`src/rtl/sal_bank_fsm.sv`:
```
// rtl/sal_bank_fsm.sv - per-bank DRAM state machine and scheduler request side
// Optional closed-page policy (one column access per ACT): define SAL_BK_CLOSED_PAGE_EN.
module sal_bank_fsm #(
  parameter int RA_W  = 16,
  parameter int CA_W  = 10,
  parameter int ID_W  = 4,
  parameter int LEN_W = 4,
  parameter int TW    = 8
) (
  input  logic             clk,
  input  logic             rst,
  input  logic             req_valid_i,
  input  logic             req_wr_i,
  input  logic [RA_W-1:0]  req_ra_i,
  input  logic [CA_W-1:0]  req_ca_i,
  input  logic [ID_W-1:0]  req_id_i,
  input  logic [LEN_W-1:0] req_len_i,
  output logic             req_ready_o,
  input  logic             ref_req_i,
  output logic             ref_done_o,
  input  logic [TW-1:0]    t_rcd_m1_i,
  input  logic [TW-1:0]    t_rp_m1_i,
  input  logic [TW-1:0]    t_ras_m1_i,
  input  logic [TW-1:0]    t_rtp_m1_i,
  input  logic [TW-1:0]    t_wtp_m1_i,
  input  logic [TW-1:0]    t_rfc_m1_i,
  output logic             act_req_o,
  output logic             rd_req_o,
  output logic             wr_req_o,
  output logic             pre_req_o,
  output logic             ref_req_o,
  input  logic             act_gnt_i,
  input  logic             rd_gnt_i,
  input  logic             wr_gnt_i,
  input  logic             pre_gnt_i,
  input  logic             ref_gnt_i,
  output logic [RA_W-1:0]  ra_o,
  output logic [CA_W-1:0]  ca_o,
  output logic [ID_W-1:0]  id_o,
  output logic [LEN_W-1:0] len_o
);

  typedef enum logic [2:0] {
    CLOSED      = 3'd0,
    ACTIVATING  = 3'd1,
    OPEN        = 3'd2,
    PRECHARGING = 3'd3,
    REFRESHING  = 3'd4
  } state_t;

  state_t          state, state_nxt;
  logic [RA_W-1:0] open_ra;
  logic [TW-1:0]   rcd_cnt, rp_cnt, ras_cnt, rtp_cnt, wtp_cnt, rfc_cnt;
  logic            close_pend;
  logic            row_hit, pre_ok;
  logic            act_fire, rd_fire, wr_fire, pre_fire, ref_fire;

  function automatic logic [TW-1:0] tick(input logic load, input logic [TW-1:0] m1,
                                         input logic [TW-1:0] cnt);
    if (load) return m1;
    if (cnt != '0) return cnt - TW'(1);
    return cnt;
  endfunction

  assign row_hit  = req_valid_i && (req_ra_i == open_ra);
  assign pre_ok   = (ras_cnt == '0) && (rtp_cnt == '0) && (wtp_cnt == '0);
  assign act_fire = act_req_o & act_gnt_i;
  assign rd_fire  = rd_req_o  & rd_gnt_i;
  assign wr_fire  = wr_req_o  & wr_gnt_i;
  assign pre_fire = pre_req_o & pre_gnt_i;
  assign ref_fire = ref_req_o & ref_gnt_i;

  assign req_ready_o = rd_fire | wr_fire;
  assign ra_o        = req_ra_i;
  assign ca_o        = req_ca_i;
  assign id_o        = req_id_i;
  assign len_o       = req_len_i;

  always_ff @(posedge clk or posedge rst) begin
    if (rst) begin
      rcd_cnt <= '0;
      rp_cnt  <= '0;
      ras_cnt <= '0;
      rtp_cnt <= '0;
      wtp_cnt <= '0;
      rfc_cnt <= '0;
    end else begin
      rcd_cnt <= tick(act_fire, t_rcd_m1_i, rcd_cnt);
      ras_cnt <= tick(act_fire, t_ras_m1_i, ras_cnt);
      rp_cnt  <= tick(pre_fire, t_rp_m1_i,  rp_cnt);
      rtp_cnt <= tick(rd_fire,  t_rtp_m1_i, rtp_cnt);
      wtp_cnt <= tick(wr_fire,  t_wtp_m1_i, wtp_cnt);
      rfc_cnt <= tick(ref_fire, t_rfc_m1_i, rfc_cnt);
    end
  end

`ifdef SAL_BK_CLOSED_PAGE_EN
  always_ff @(posedge clk or posedge rst) begin
    if (rst)                     close_pend <= 1'b0;
    else if (pre_fire)           close_pend <= 1'b0;
    else if (rd_fire || wr_fire) close_pend <= 1'b1;
  end
`else
  assign close_pend = 1'b0;
`endif

  always_ff @(posedge clk or posedge rst) begin
    if (rst) begin
      state   <= CLOSED;
      open_ra <= '0;
    end else begin
      state <= state_nxt;
      if (act_fire) open_ra <= req_ra_i;
    end
  end

  // ACTIVATING/PRECHARGING leave one cycle early (counter about to reach 0) and are
  // skipped for zero timings, so the dependent command is grantable exactly m1+1 cycles on.
  always_comb begin
    state_nxt = state;
    case (state)
      CLOSED: begin
        if (ref_fire)      state_nxt = REFRESHING;
        else if (act_fire) state_nxt = (t_rcd_m1_i == '0) ? OPEN : ACTIVATING;
      end
      ACTIVATING:  if (rcd_cnt <= TW'(1)) state_nxt = OPEN;
      OPEN:        if (pre_fire) state_nxt = (t_rp_m1_i == '0) ? CLOSED : PRECHARGING;
      PRECHARGING: if (rp_cnt <= TW'(1)) state_nxt = CLOSED;
      REFRESHING:  if (rfc_cnt == '0) state_nxt = CLOSED;
      default:     state_nxt = CLOSED;
    endcase
  end

  always_comb begin
    act_req_o  = 1'b0;
    rd_req_o   = 1'b0;
    wr_req_o   = 1'b0;
    pre_req_o  = 1'b0;
    ref_req_o  = 1'b0;
    ref_done_o = 1'b0;
    if (!rst) begin
      case (state)
        CLOSED: begin
          if (ref_req_i)        ref_req_o = 1'b1;
          else if (req_valid_i) act_req_o = 1'b1;
        end
        OPEN: begin
          if (row_hit && !ref_req_i && !close_pend) begin
            wr_req_o = req_wr_i;
            rd_req_o = !req_wr_i;
          end else if ((ref_req_i || req_valid_i || close_pend) && pre_ok) begin
            pre_req_o = 1'b1;
          end
        end
        REFRESHING: ref_done_o = (rfc_cnt == '0);
        default: ;
      endcase
    end
  end

endmodule

```
`config.mk`:
```
export PLATFORM = sky130hd
export DESIGN_NAME = sal_bank_fsm
export DESIGN_NICKNAME = d
export VERILOG_FILES = /design/src/rtl/sal_bank_fsm.sv
export SDC_FILE = /design/constraint.sdc
export NUM_CORES = 1
export LEC_CHECK = 0
export BUFFER_PORTS_ARGS = -buffer_cell sky130_fd_sc_hd__buf_2
export CORE_UTILIZATION = 52
export DETAILED_ROUTE_END_ITERATION = 10
export PLACE_DENSITY_LB_ADDON = 0.05
export SLEW_MARGIN = 20
export SYNTH_ARGS = -nofsm -noshare
export SYNTH_HDL_FRONTEND = slang
export SYNTH_SLANG_ARGS = --single-unit
```
`constraint.sdc`:
```
create_clock -name clk -period 3.2 [get_ports clk]
set_input_delay 0.48 -clock clk [delete_from_list [all_inputs] [get_ports clk]]
set_output_delay 0.48 -clock clk [all_outputs]
set_load 0.01 [all_outputs]
```
==> flow_metrics.py <==
metrics = {
    "sta": {
        "hold_viol": 0,
        "fin_crit_ps": 3020,
        "tightest_slew_ps": 822,
        "fin_ws_ps": 184,
        "setup-tns-final_ps": 0,
        "slew_viol_final": 0,
        "clock-skew-final_ps": 16.1,
        "finalSetupViolCount": 0,
        "fmax_mhz": 332,
        "rsz0062_at_grt": "no",
        "relSlewSlack_pct": 45.2,
        "min_period_over_period_pct": 94.3,
    },
    "layout": {
        "multi_input_area_um2": 2130,
        "seq_area_um2": 1680,
        "final_area_um2": 4750,
        "fillers": 717,
        "syn2layout_area_growth_pct": 13.4,
        "final_cell_mix": "nand2_1, buf_2, dfrtp_1, o21ai_0, xor2_1",
        "diodes": 0,
        "drive_gt1_share_pct": 22.6,
        "fin_nets": 669,
        "final_common_cell": "nand2_1",
    },
    "route": {
        "drt_iter0_drc": 121,
        "num_vias": 3461,
        "wl_um": 8760,
        "viasPerCell": 5.17,
        "ant_nets": 0,
        "routedWlPerCell_um": 13.1,
        "drcViolationCount": 0,
        "drtPass1Iterations": 6,
    },
    "clock_tree": {
        "hold_buffers": 0,
        "postCtsSetupBuffers": 0,
        "cts_tree": "built",
        "numClockSinks": 67,
        "clk_pin_slew_ps": 80,
        "cts_buffer_depth": 2,
        "cts_resized": 0,
        "cts_buffers": 9,
        "cts_root_buffer": "clkbuf_8",
        "clock_latency_ps": 330,
        "cts_max_level": 3,
    },
    "logic_synthesis": {
        "ys_warn_count": 0,
        "synth.distinct_cells": 39,
        "netlist.area_leader.share_pct": 40.0,
        "yosysTopAreaCell": "dfrtp_1",
        "yosys-top-cells-area": "dfrtp_1, nand2_1, xor2_1",
        "avgSynthCellArea_um2": 8.47,
        "yosysSeqAreaShare_pct": 40.0,
        "mappedNetlistArea_um2": 4190,
        "synthCells": 494,
        "synthesis.nets": 600,
        "ys_ff_latch": 67,
    },
    "pwr": {
        "ir_drop_mv": 0.337,
        "p_leak_nw": 2.29,
        "p_per_area_nw_per_um2": 634,
    },
    "critical_path": {
        "r2r_slack_ps": 640,
        "required_ps": 2720,
        "crit_chain": "or4_4, or4b_4, or4_1, nor2_1, buf_2",
        "cp_slowest_cell": "or4b_4",
        "cp-end-kind": "output pin",
        "crit_type": "register to output pin",
        "reg2reg_from": "wtp_cnt[2]",
        "ff2ff_path_depth": 6,
        "slowest_delay_ps": 570,
        "arrival_ps": 2540,
        "worstPathMaxFanout": 9,
        "cp-start-kind": "register",
        "r2r_end": "state[1]",
        "worst-path-buf-inv": 1,
        "cpLargestDelayFamily": "simple AND/OR/NAND/NOR gates",
    },
    "die": {
        "start_util_pct": 53.9,
        "pin_count": 133,
        "die_x_um": 91.7,
        "chipHeight_um": 91.7,
        "die_area_um2": 8410,
        "fp-row-count": 32,
        "core_area_um2": 7770,
    },
    "global_route": {
        "grt_pass1_wl_um": 14800,
        "grt-ovfl-total": 0,
        "grt_pass1_vias": 3273,
        "grt_max_degree": 68,
        "antenna_found_initial": 0,
        "grt_usage_pct": 22.2,
    },
    "worst_hold_path": {
        "hold_start": "t_rfc_m1_i[3]",
        "worstHoldEndpoint": "rfc_cnt[3]",
        "hold_depth": 3,
        "hold_class": "input port to register",
    },
    "job": {
        "max-cap-violations": 0,
    },
    "placed_design": {
        "dp_hpwl_um": 6500,
        "placed_area_um2": 4560,
        "portBuffers": 96,
        "place_ws_ps": 480,
        "gp_congestion": 0.895,
    },
    "run_status": {
        "outcome": "completed",
    },
}
cells in the mapped netlist:
master	instances
nand2_1	113
dfrtp_1	67
o21ai_0	35
buf_4	34
xor2_1	30
nor2_1	29
a21oi_1	20
inv_1	20
xnor2_1	19
nor3_1	16
ha_1	14
nor4_1	13
nand3_1	12
clkbuf_1	10
or3_1	7
nand2b_1	6
or4_1	6
nor3b_1	5
o31ai_1	5
mux2_2	4
and2_1	3
and3_1	3
mux2i_1	3
nand3b_1	2
nand4b_1	2
nor4b_1	2
o2111ai_1	2
a21o_1	1
buf_2	1
buf_6	1
nand4_1	1
nor2_2	1
nor2b_1	1
nor4_4	1
o211a_1	1
o211a_4	1
o32a_1	1
or4_4	1
or4b_4	1
layout make-up:
cell class / instances / area share [%]
Sequential cell: 67 / 35.3
Timing Repair Buffer: 104 / 11.4
Clock inverter: 2 / 0.738
Tap cell: 102 / 2.69
Multi-Input combinational cell: 361 / 44.9
Clock buffer: 13 / 3.35
Inverter: 20 / 1.66
routing by layer:
metal	share of wire [%]	GRT usage, %	vias up	routed length (um)
met4	0.72	7.42	0	63
met5	0	0	-	0
met3	4.8	4.73	7	419
li1	-	-	1754	-
met2	49	37.1	96	4270
met1	46	28.6	1604	4010
through the flow:
stage               cells  power [mW]  hold WS, ps  util, %
floorplan             494        2.09          466        -
global placement      654        2.28          478     58.7
detailed placement    654        2.32          483     58.7
CTS                   669        3.04          328     61.1
global route          669        3.26          356     61.1
finish                669        3.01          344     61.1
where the power goes:
part           switching [mW]  internal, mW
Clock                   0.305         0.398
Sequential              0.239          1.12
Combinational           0.486         0.466
how the worst max path moves through the flow:
stage / to / cells after the start / slack [ps] / startpoint
after floorplan: pre_req_o / 5 / 600 / wtp_cnt[2]
after global placement: rtp_cnt[0] / 6 / 520 / req_ra_i[15]
after detailed placement: rtp_cnt[0] / 6 / 480 / req_ra_i[15]
after CTS: pre_req_o / 5 / 160 / wtp_cnt[2]
after global routing: pre_req_o / 5 / 90 / wtp_cnt[2]
final: pre_req_o / 5 / 180 / wtp_cnt[2]
tightest hold or removal path, cell delays in order:
cell and delay (ps):
buf_2 70, nand2_1 40, o31ai_1 50
cells by family after synthesis:
logic type / count (synthesis) / share of synthesized area (%)
xor+xnor: 49 / 10.3
compound gates: 66 / 8.97
simple gates: 225 / 25.6
fa+ha+maj: 14 / 4.18
mux: 7 / 1.79
buf+inv: 66 / 9.17
flops: 67 / 40.0
sequential cells by signal, indices dropped and copies added, names as in the netlist:
name	count
open_ra	16
ras_cnt	8
rcd_cnt	8
rfc_cnt	8
rp_cnt	8
rtp_cnt	8
wtp_cnt	8
state	3
No activity file was read; power rests on OpenSTA's default activity.
